<file path="src/rtl/seg7_to_onehot_dec_if.sv">
// rtl/seg7_to_onehot_dec_if.sv - decoded-digit result handshake between decoder and consumer
`timescale 1ns/1ps
interface seg7_to_onehot_dec_if;
  logic [9:0] dig_onehot;
  logic [3:0] dig_bcd;
  logic       dig_valid;
  logic       dig_ready;
  logic       dig_err;

  modport master (output dig_onehot, dig_bcd, dig_valid, dig_err, input dig_ready);
  modport slave  (input dig_onehot, dig_bcd, dig_valid, dig_err, output dig_ready);
endinterface

</file>
<file path="src/rtl/seg7_to_onehot_dec.sv">
// rtl/seg7_to_onehot_dec.sv - stability-qualified 7-segment to one-hot/BCD digit decoder
// Optional macro SEG_ALT_GLYPH_EN accepts the alternate 6/7/9 glyphs.
`timescale 1ns/1ps
module seg7_to_onehot_dec #(
  parameter int STABLE_CYCLES = 4,
  parameter int CNT_W         = 8
) (
  input  logic                 clk,
  input  logic                 rst_n,
  input  logic [6:0]           seg_in,
  input  logic                 seg_en,
  seg7_to_onehot_dec_if.master dig,
  output logic [CNT_W-1:0]     err_cnt
);

  typedef enum logic [1:0] {IDLE, QUAL, HOLD, LOCK} state_t;

  localparam logic [7:0]       STABLE_LAST = 8'(STABLE_CYCLES);
  localparam logic [CNT_W-1:0] ERR_MAX     = {CNT_W{1'b1}};

  state_t           state_q;
  logic [6:0]       cap_q;
  logic [7:0]       cnt_q;
  logic [9:0]       onehot_q;
  logic [3:0]       bcd_q;
  logic             valid_q;
  logic             err_q;
  logic [CNT_W-1:0] err_cnt_q;

  logic       blank;
  logic       dec_err;
  logic [3:0] dec_bcd;
  logic [9:0] dec_onehot;

  // A blank pattern is indistinguishable from "no sample" and never qualifies.
  assign blank = !seg_en || (seg_in == 7'h00);

  always_comb begin
    dec_err = 1'b0;
    dec_bcd = 4'hF;
    case (seg_in)
      7'h7E: dec_bcd = 4'd0;
      7'h30: dec_bcd = 4'd1;
      7'h6D: dec_bcd = 4'd2;
      7'h79: dec_bcd = 4'd3;
      7'h33: dec_bcd = 4'd4;
      7'h5B: dec_bcd = 4'd5;
      7'h5F: dec_bcd = 4'd6;
      7'h70: dec_bcd = 4'd7;
      7'h7F: dec_bcd = 4'd8;
      7'h7B: dec_bcd = 4'd9;
`ifdef SEG_ALT_GLYPH_EN
      7'h1F: dec_bcd = 4'd6;
      7'h72: dec_bcd = 4'd7;
      7'h73: dec_bcd = 4'd9;
`endif
      default: dec_err = 1'b1;
    endcase
    dec_onehot = dec_err ? 10'd0 : (10'd1 << dec_bcd);
  end

  always_ff @(posedge clk or negedge rst_n) begin
    if (!rst_n) begin
      state_q   <= IDLE;
      cap_q     <= 7'h00;
      cnt_q     <= 8'd0;
      onehot_q  <= 10'd0;
      bcd_q     <= 4'd0;
      valid_q   <= 1'b0;
      err_q     <= 1'b0;
      err_cnt_q <= '0;
    end else begin
      case (state_q)
        IDLE, LOCK: begin
          if (blank) begin
            state_q <= IDLE;
            cnt_q   <= 8'd0;
          end else if (state_q == IDLE || seg_in != cap_q) begin
            // LOCK ignores a repeat of the held glyph so it is never re-issued.
            cap_q <= seg_in;
            cnt_q <= 8'd1;
            if (STABLE_CYCLES == 1) begin
              onehot_q <= dec_onehot;
              bcd_q    <= dec_bcd;
              err_q    <= dec_err;
              valid_q  <= 1'b1;
              state_q  <= HOLD;
            end else begin
              state_q <= QUAL;
            end
          end
        end
        QUAL: begin
          if (blank) begin
            state_q <= IDLE;
            cnt_q   <= 8'd0;
          end else if (seg_in != cap_q) begin
            cap_q <= seg_in;
            cnt_q <= 8'd1;
          end else if (cnt_q + 8'd1 == STABLE_LAST) begin
            cnt_q    <= cnt_q + 8'd1;
            onehot_q <= dec_onehot;
            bcd_q    <= dec_bcd;
            err_q    <= dec_err;
            valid_q  <= 1'b1;
            state_q  <= HOLD;
          end else begin
            cnt_q <= cnt_q + 8'd1;
          end
        end
        HOLD: begin
          if (dig.dig_ready) begin
            valid_q <= 1'b0;
            state_q <= LOCK;
            if (err_q && err_cnt_q != ERR_MAX) begin
              err_cnt_q <= err_cnt_q + 1'b1;
            end
          end
        end
        default: state_q <= IDLE;
      endcase
    end
  end

  assign dig.dig_onehot = onehot_q;
  assign dig.dig_bcd    = bcd_q;
  assign dig.dig_valid  = valid_q;
  assign dig.dig_err    = err_q;
  assign err_cnt        = err_cnt_q;

endmodule

</file>
<file path="src/flat_wrapper.sv">
// flat-port wrapper written by rule: the top's interface ports become plain ports
module seg7_to_onehot_dec_flat 
#(
  parameter int STABLE_CYCLES = 4,
  parameter int CNT_W         = 8
)
  (clk, rst_n, seg_in, seg_en, err_cnt, dig_dig_onehot, dig_dig_bcd, dig_dig_valid, dig_dig_err, dig_dig_ready);
  seg7_to_onehot_dec_if dig_i ();
  input  logic clk;
  input  logic rst_n;
  input  logic [6:0] seg_in;
  input  logic seg_en;
  output logic [CNT_W-1:0] err_cnt;
  output wire logic [$bits(dig_i.dig_onehot)-1:0] dig_dig_onehot;
  output wire logic [$bits(dig_i.dig_bcd)-1:0] dig_dig_bcd;
  output wire logic [$bits(dig_i.dig_valid)-1:0] dig_dig_valid;
  output wire logic [$bits(dig_i.dig_err)-1:0] dig_dig_err;
  input wire logic [$bits(dig_i.dig_ready)-1:0] dig_dig_ready;
  assign dig_dig_onehot = dig_i.dig_onehot;
  assign dig_dig_bcd = dig_i.dig_bcd;
  assign dig_dig_valid = dig_i.dig_valid;
  assign dig_dig_err = dig_i.dig_err;
  assign dig_i.dig_ready = dig_dig_ready;
  seg7_to_onehot_dec #(.STABLE_CYCLES(STABLE_CYCLES), .CNT_W(CNT_W)) u_core (.clk(clk), .rst_n(rst_n), .seg_in(seg_in), .seg_en(seg_en), .dig(dig_i), .err_cnt(err_cnt));
endmodule
</file>
<file path="config.mk">
export PLATFORM = sky130hd
export DESIGN_NAME = seg7_to_onehot_dec_flat
export DESIGN_NICKNAME = d
export VERILOG_FILES = /design/src/rtl/seg7_to_onehot_dec_if.sv /design/src/rtl/seg7_to_onehot_dec.sv /design/src/flat_wrapper.sv
export SDC_FILE = /design/constraint.sdc
export NUM_CORES = 1
export LEC_CHECK = 0
export CAP_MARGIN = 5
export CORE_MARGIN = 4
export CORE_UTILIZATION = 25
export DETAILED_ROUTE_END_ITERATION = 8
export SETUP_SLACK_MARGIN = 0.05
export SKIP_LAST_GASP = 1
export SYNTH_ARGS = -nofsm -noshare
export SYNTH_HDL_FRONTEND = slang
export SYNTH_SLANG_ARGS = --single-unit
</file>
<file path="constraint.sdc">
create_clock -name clk -period 6.3 [get_ports clk]
set_clock_uncertainty 0.15 [all_clocks]
set_input_delay 0.945 -clock clk [delete_from_list [all_inputs] [get_ports clk]]
set_output_delay 0.945 -clock clk [all_outputs]
set_load 0.05 [all_outputs]
</file>
==> results by group <==
Setup path
  – CP Data Arrival Time: between 3000 and 4000 ps
  – Cells on worst reg2reg path: 7
  – Largest fanout on the critical path: 13
  – Crit start category: primary input
  – Buffers & Inverters on Critical Path: 1
  – Endpoint class of the critical path: flip-flop
  – Critical path class: in -> reg
  – Cells along the critical path: clkdlybuf4s50_1 -> xor2_1 -> nor4_4 -> nand4_1 -> nor4_1 -> a21o_1
  – CP max stage delay: 740 ps
  – CP Data Required Time: between 6000 and 7000 ps
  – Crit path max-delay family: simple AND/OR/NAND/NOR gates
  – Worst r2r dst: u_core.dig.dig_onehot[1]
  – Slack of the worst reg-to-reg path: 3900 ps
  – Critical Path Slowest Stage Cell: clkdlybuf4s50_1
  – RR Startpoint: u_core.state_q[1]

Placement
  – Placer congestion estimate: roughly 0.83
  – Dpl ws: about 2700 ps
  – DP HPWL: between 3000 and 4000 um
  – Placed Cells: between 300 and 400
  – Placed Area: roughly 0.0027 sq mm
  – Port bufs: 34

STA
  – Worst-margin pin slew: between 900 and 1000 ps
  – # setup viols final: 0
  – Final Cycle Share: 51.2%
  – TNS Setup: 0 ps
  – Worst setup margin: 3070 ps
  – RSZ-0062 raised after global routing: no
  – Final hold viol count: 0
  – Slew Viols, Final: 0
  – Headroom to the max-slew limit: a little under two fifths
  – Highest clock rate: around 0.31 GHz
  – Minimum clock period: between 3000 and 4000 ps

Yosys
  – Compound-cell area share of the yosys netlist: between 10% and 20%
  – Dominant cell type by area after synthesis: dfrtp_1
  – Ys async rst share: 100%
  – Commonest cells post-synth: dfrtp_1 (41), nand2_1 (25), o21ai_0 (22)
  – Synth Area in XOR/XNOR: about 4.9%
  – Top-area cell type share of the netlist area: between 40 and 50%
  – Sequential share of the synthesized area: between 40% and 50%
  – Area fraction in and, or, nand and nor cells after synthesis: 23.7%
  – Largest family of logic cells by synthesized area: simple AND/OR/NAND/NOR gates
  – Mean Syn Cell Area: 10.1 sq um
  – Count leader, synth: dfrtp_1
  – Multiplexer area fraction after synthesis: ~7.2%
  – Netlist cell types: 46
  – Mapped Area: between 0.002 and 0.0025 sq mm
  – FF+latch count, synth: 41
  – Top cells by area, synth: dfrtp_1 (45%), mux2_2 (5.9%), o21ai_0 (4.8%)
  – Top_reg_cell synth: dfrtp_1
  – Syn Nets: 246
  – Syn. warnings: 0
  – Mapped Cells: around 230
  – Synth Area in Adders: around 3.3%
  – Number of enable flip-flop cells after synthesis: 0

Clock network
  – # H-tree levels: 2
  – CTS tree: built
  – Clk buf depth: 2
  – Post-CTS setup buffer count: 0
  – Total CTS buffers: 5
  – CTS sink cnt: between 40 and 50
  – Hold-fix buffer count after cts: 0
  – CTS resizes: 0
  – Latest clock arrival within the worst-skew pair: 300 ps
  – Reg clk slew, reported paths: 90 ps
  – CTS root buffer: clkbuf_8

Global routing
  – All-layer global routing usage: a little under a tenth
  – Remaining Overflow, GRT: 0
  – Largest net degree at the start of global routing: 42
  – Vias in the first global route: 1685
  – Initial antenna violation count: 0
  – Met1 Usage GRT: ~13%
  – Gr busiest metal: met2
  – Global-route wire length before repair: 8630 um
  – Met3 Usage GRT: between 2 and 2.5%
  – M2 GR Usage: between 10 and 15%

Drt
  – Vias post-DR: roughly 1800
  – DRT Pass-1 Iters: 4
  – Via/cell ratio: just under 5
  – Average wire per standard cell: between 10 and 15 um
  – Remaining antenna violation count: 0
  – DRC: 0
  – Total routed wirelength: a little over 5000 um
  – Starting DRC count in detailed routing: 67

Floorplanning
  – Rows: 34
  – Die area: approximately 0.011 sq mm
  – Total core area: ~0.0088 sq mm
  – Initial Util: 26.0%
  – I/O pins: 35
  – Die Wd: 104 um
  – Die outline height: between 100 and 150 um

Layout
  – Area Overhead vs Synth: 24.7%
  – Utilization after layout: about a third
  – Layout cells sized above 1: ~11%
  – Inserted Diodes: 0
  – Multi-input logic area: 0.00121 sq mm
  – Seq. cell area: 0.00103 sq mm
  – Fin cells: ~370
  – FILL cells: 933
  – Design Area, Final: 0.00287 sq mm
  – Total Nets Final: about 280

Power and ir drop
  – P_leak: roughly 1.2 nW
  – PwrDens: ~280 mW/mm^2
  – Worst vdd ir: 0.136 mV

Worst hold path
  – Hold crit path type: reg -> reg
  – Hold path depth: 1
  – Hold Crit Endpoint: u_core.err_cnt[6]
  – Hold_sp: u_core.err_cnt[6]

Outcome
  – Outcome: finished, final reports clean

Run
  – Max-cap violations: 0
==> cells by family (layout without fill, tap and decap cells) <==
logic type / count (synthesis) / in the layout
fa+ha+maj: 6 / 6
xor+xnor: 13 / 13
flops: 41 / 41
simple gates: 93 / 93
buf+inv: 16 / 48
mux: 15 / 15
compound gates: 45 / 45
==> sequential cells by signal, summed over array words and instances (netlist names) <==
| name | flops |
|---|---|
| u_core.err_cnt | 8 |
| u_core.cnt_q | 8 |
| u_core.dig.dig_err | 1 |
| u_core.dig.dig_bcd | 4 |
| u_core.dig.dig_valid | 1 |
| u_core.state_q | 2 |
| u_core.dig.dig_onehot | 10 |
| u_core.cap_q | 7 |
==> metal layers <==
layer / vias to the layer above / part of all wire, % / wire length (um)
li1: 902 / - / -
met1: 871 / 49 / 2530
met2: 30 / 46 / 2360
met3: 5 / 4.1 / 209
met4: 0 / 0.86 / 44
met5: - / 0 / 0
==> worst max-delay path by stage <==
| stage | start | to | slack, ps | cells after the start |
|---|---|---|---|---|
| floorplan | seg_in[6] | u_core.dig.dig_bcd[1] | 3610 | 7 |
| global placement | seg_in[2] | u_core.dig.dig_onehot[1] | 2820 | 6 |
| detailed placement | seg_in[5] | u_core.dig.dig_onehot[1] | 2730 | 6 |
| CTS | seg_in[2] | u_core.dig.dig_onehot[1] | 3040 | 6 |
| global route | seg_in[2] | u_core.dig.dig_onehot[1] | 2770 | 6 |
| finish | seg_in[2] | u_core.dig.dig_onehot[1] | 3070 | 6 |
==> metrics by stage <==
stage | power [mW] | hold WS (ps)
6_report | 0.799 | 340
5_1_grt | 0.848 | 378
4_1_cts | 0.809 | 344
3_5_place_dp | 0.550 | 326
3_3_place_gp | 0.545 | 325
2_1_floorplan | 0.497 | 323
==> area by class of cell <==
cell class	count	share of cell area, %
Multi-Input combinational cell	172	42.3
Tap cell	108	4.71
Clock inverter	3	2.40
Inverter	6	0.784
Clock buffer	5	2.40
Sequential cell	41	35.7
Timing Repair Buffer	34	11.7
==> power breakdown <==
group | switching, mW | total (mW) | leakage (nW) | internal [mW]
sequential | 0.0230 | 0.319 | 0.548 | 0.296
combinational | 0.129 | 0.223 | 0.623 | 0.0933
clock | 0.0985 | 0.258 | 0.0687 | 0.160
total | 0.251 | 0.799 | 1.24 | 0.549
==> cells in the final DEF, fill, tap and decap left out, types with 3 or more instances in the layout <==
| cell type | synthesis | layout |
|---|---|---|
| dfrtp_1 | 41 | 41 |
| clkdlybuf4s50_1 | 0 | 33 |
| nand2_1 | 25 | 25 |
| o21ai_0 | 22 | 22 |
| nand3_1 | 13 | 13 |
| mux2_2 | 12 | 12 |
| and3_1 | 11 | 11 |
| xor2_1 | 10 | 10 |
| inv_1 | 6 | 6 |
| nor2b_1 | 6 | 6 |
| ha_1 | 6 | 6 |
| nor2_1 | 5 | 5 |
| a22o_1 | 5 | 5 |
| clkbuf_8 | 0 | 5 |
| and4_1 | 4 | 4 |
| a31oi_1 | 4 | 4 |
| nand4_1 | 4 | 4 |
| and2_1 | 3 | 3 |
| a21oi_1 | 3 | 3 |
| xnor2_1 | 3 | 3 |
| nand2b_1 | 3 | 3 |
| nand4b_1 | 3 | 3 |
| or4_1 | 3 | 3 |
No activity file was read; power rests on OpenSTA's default activity.
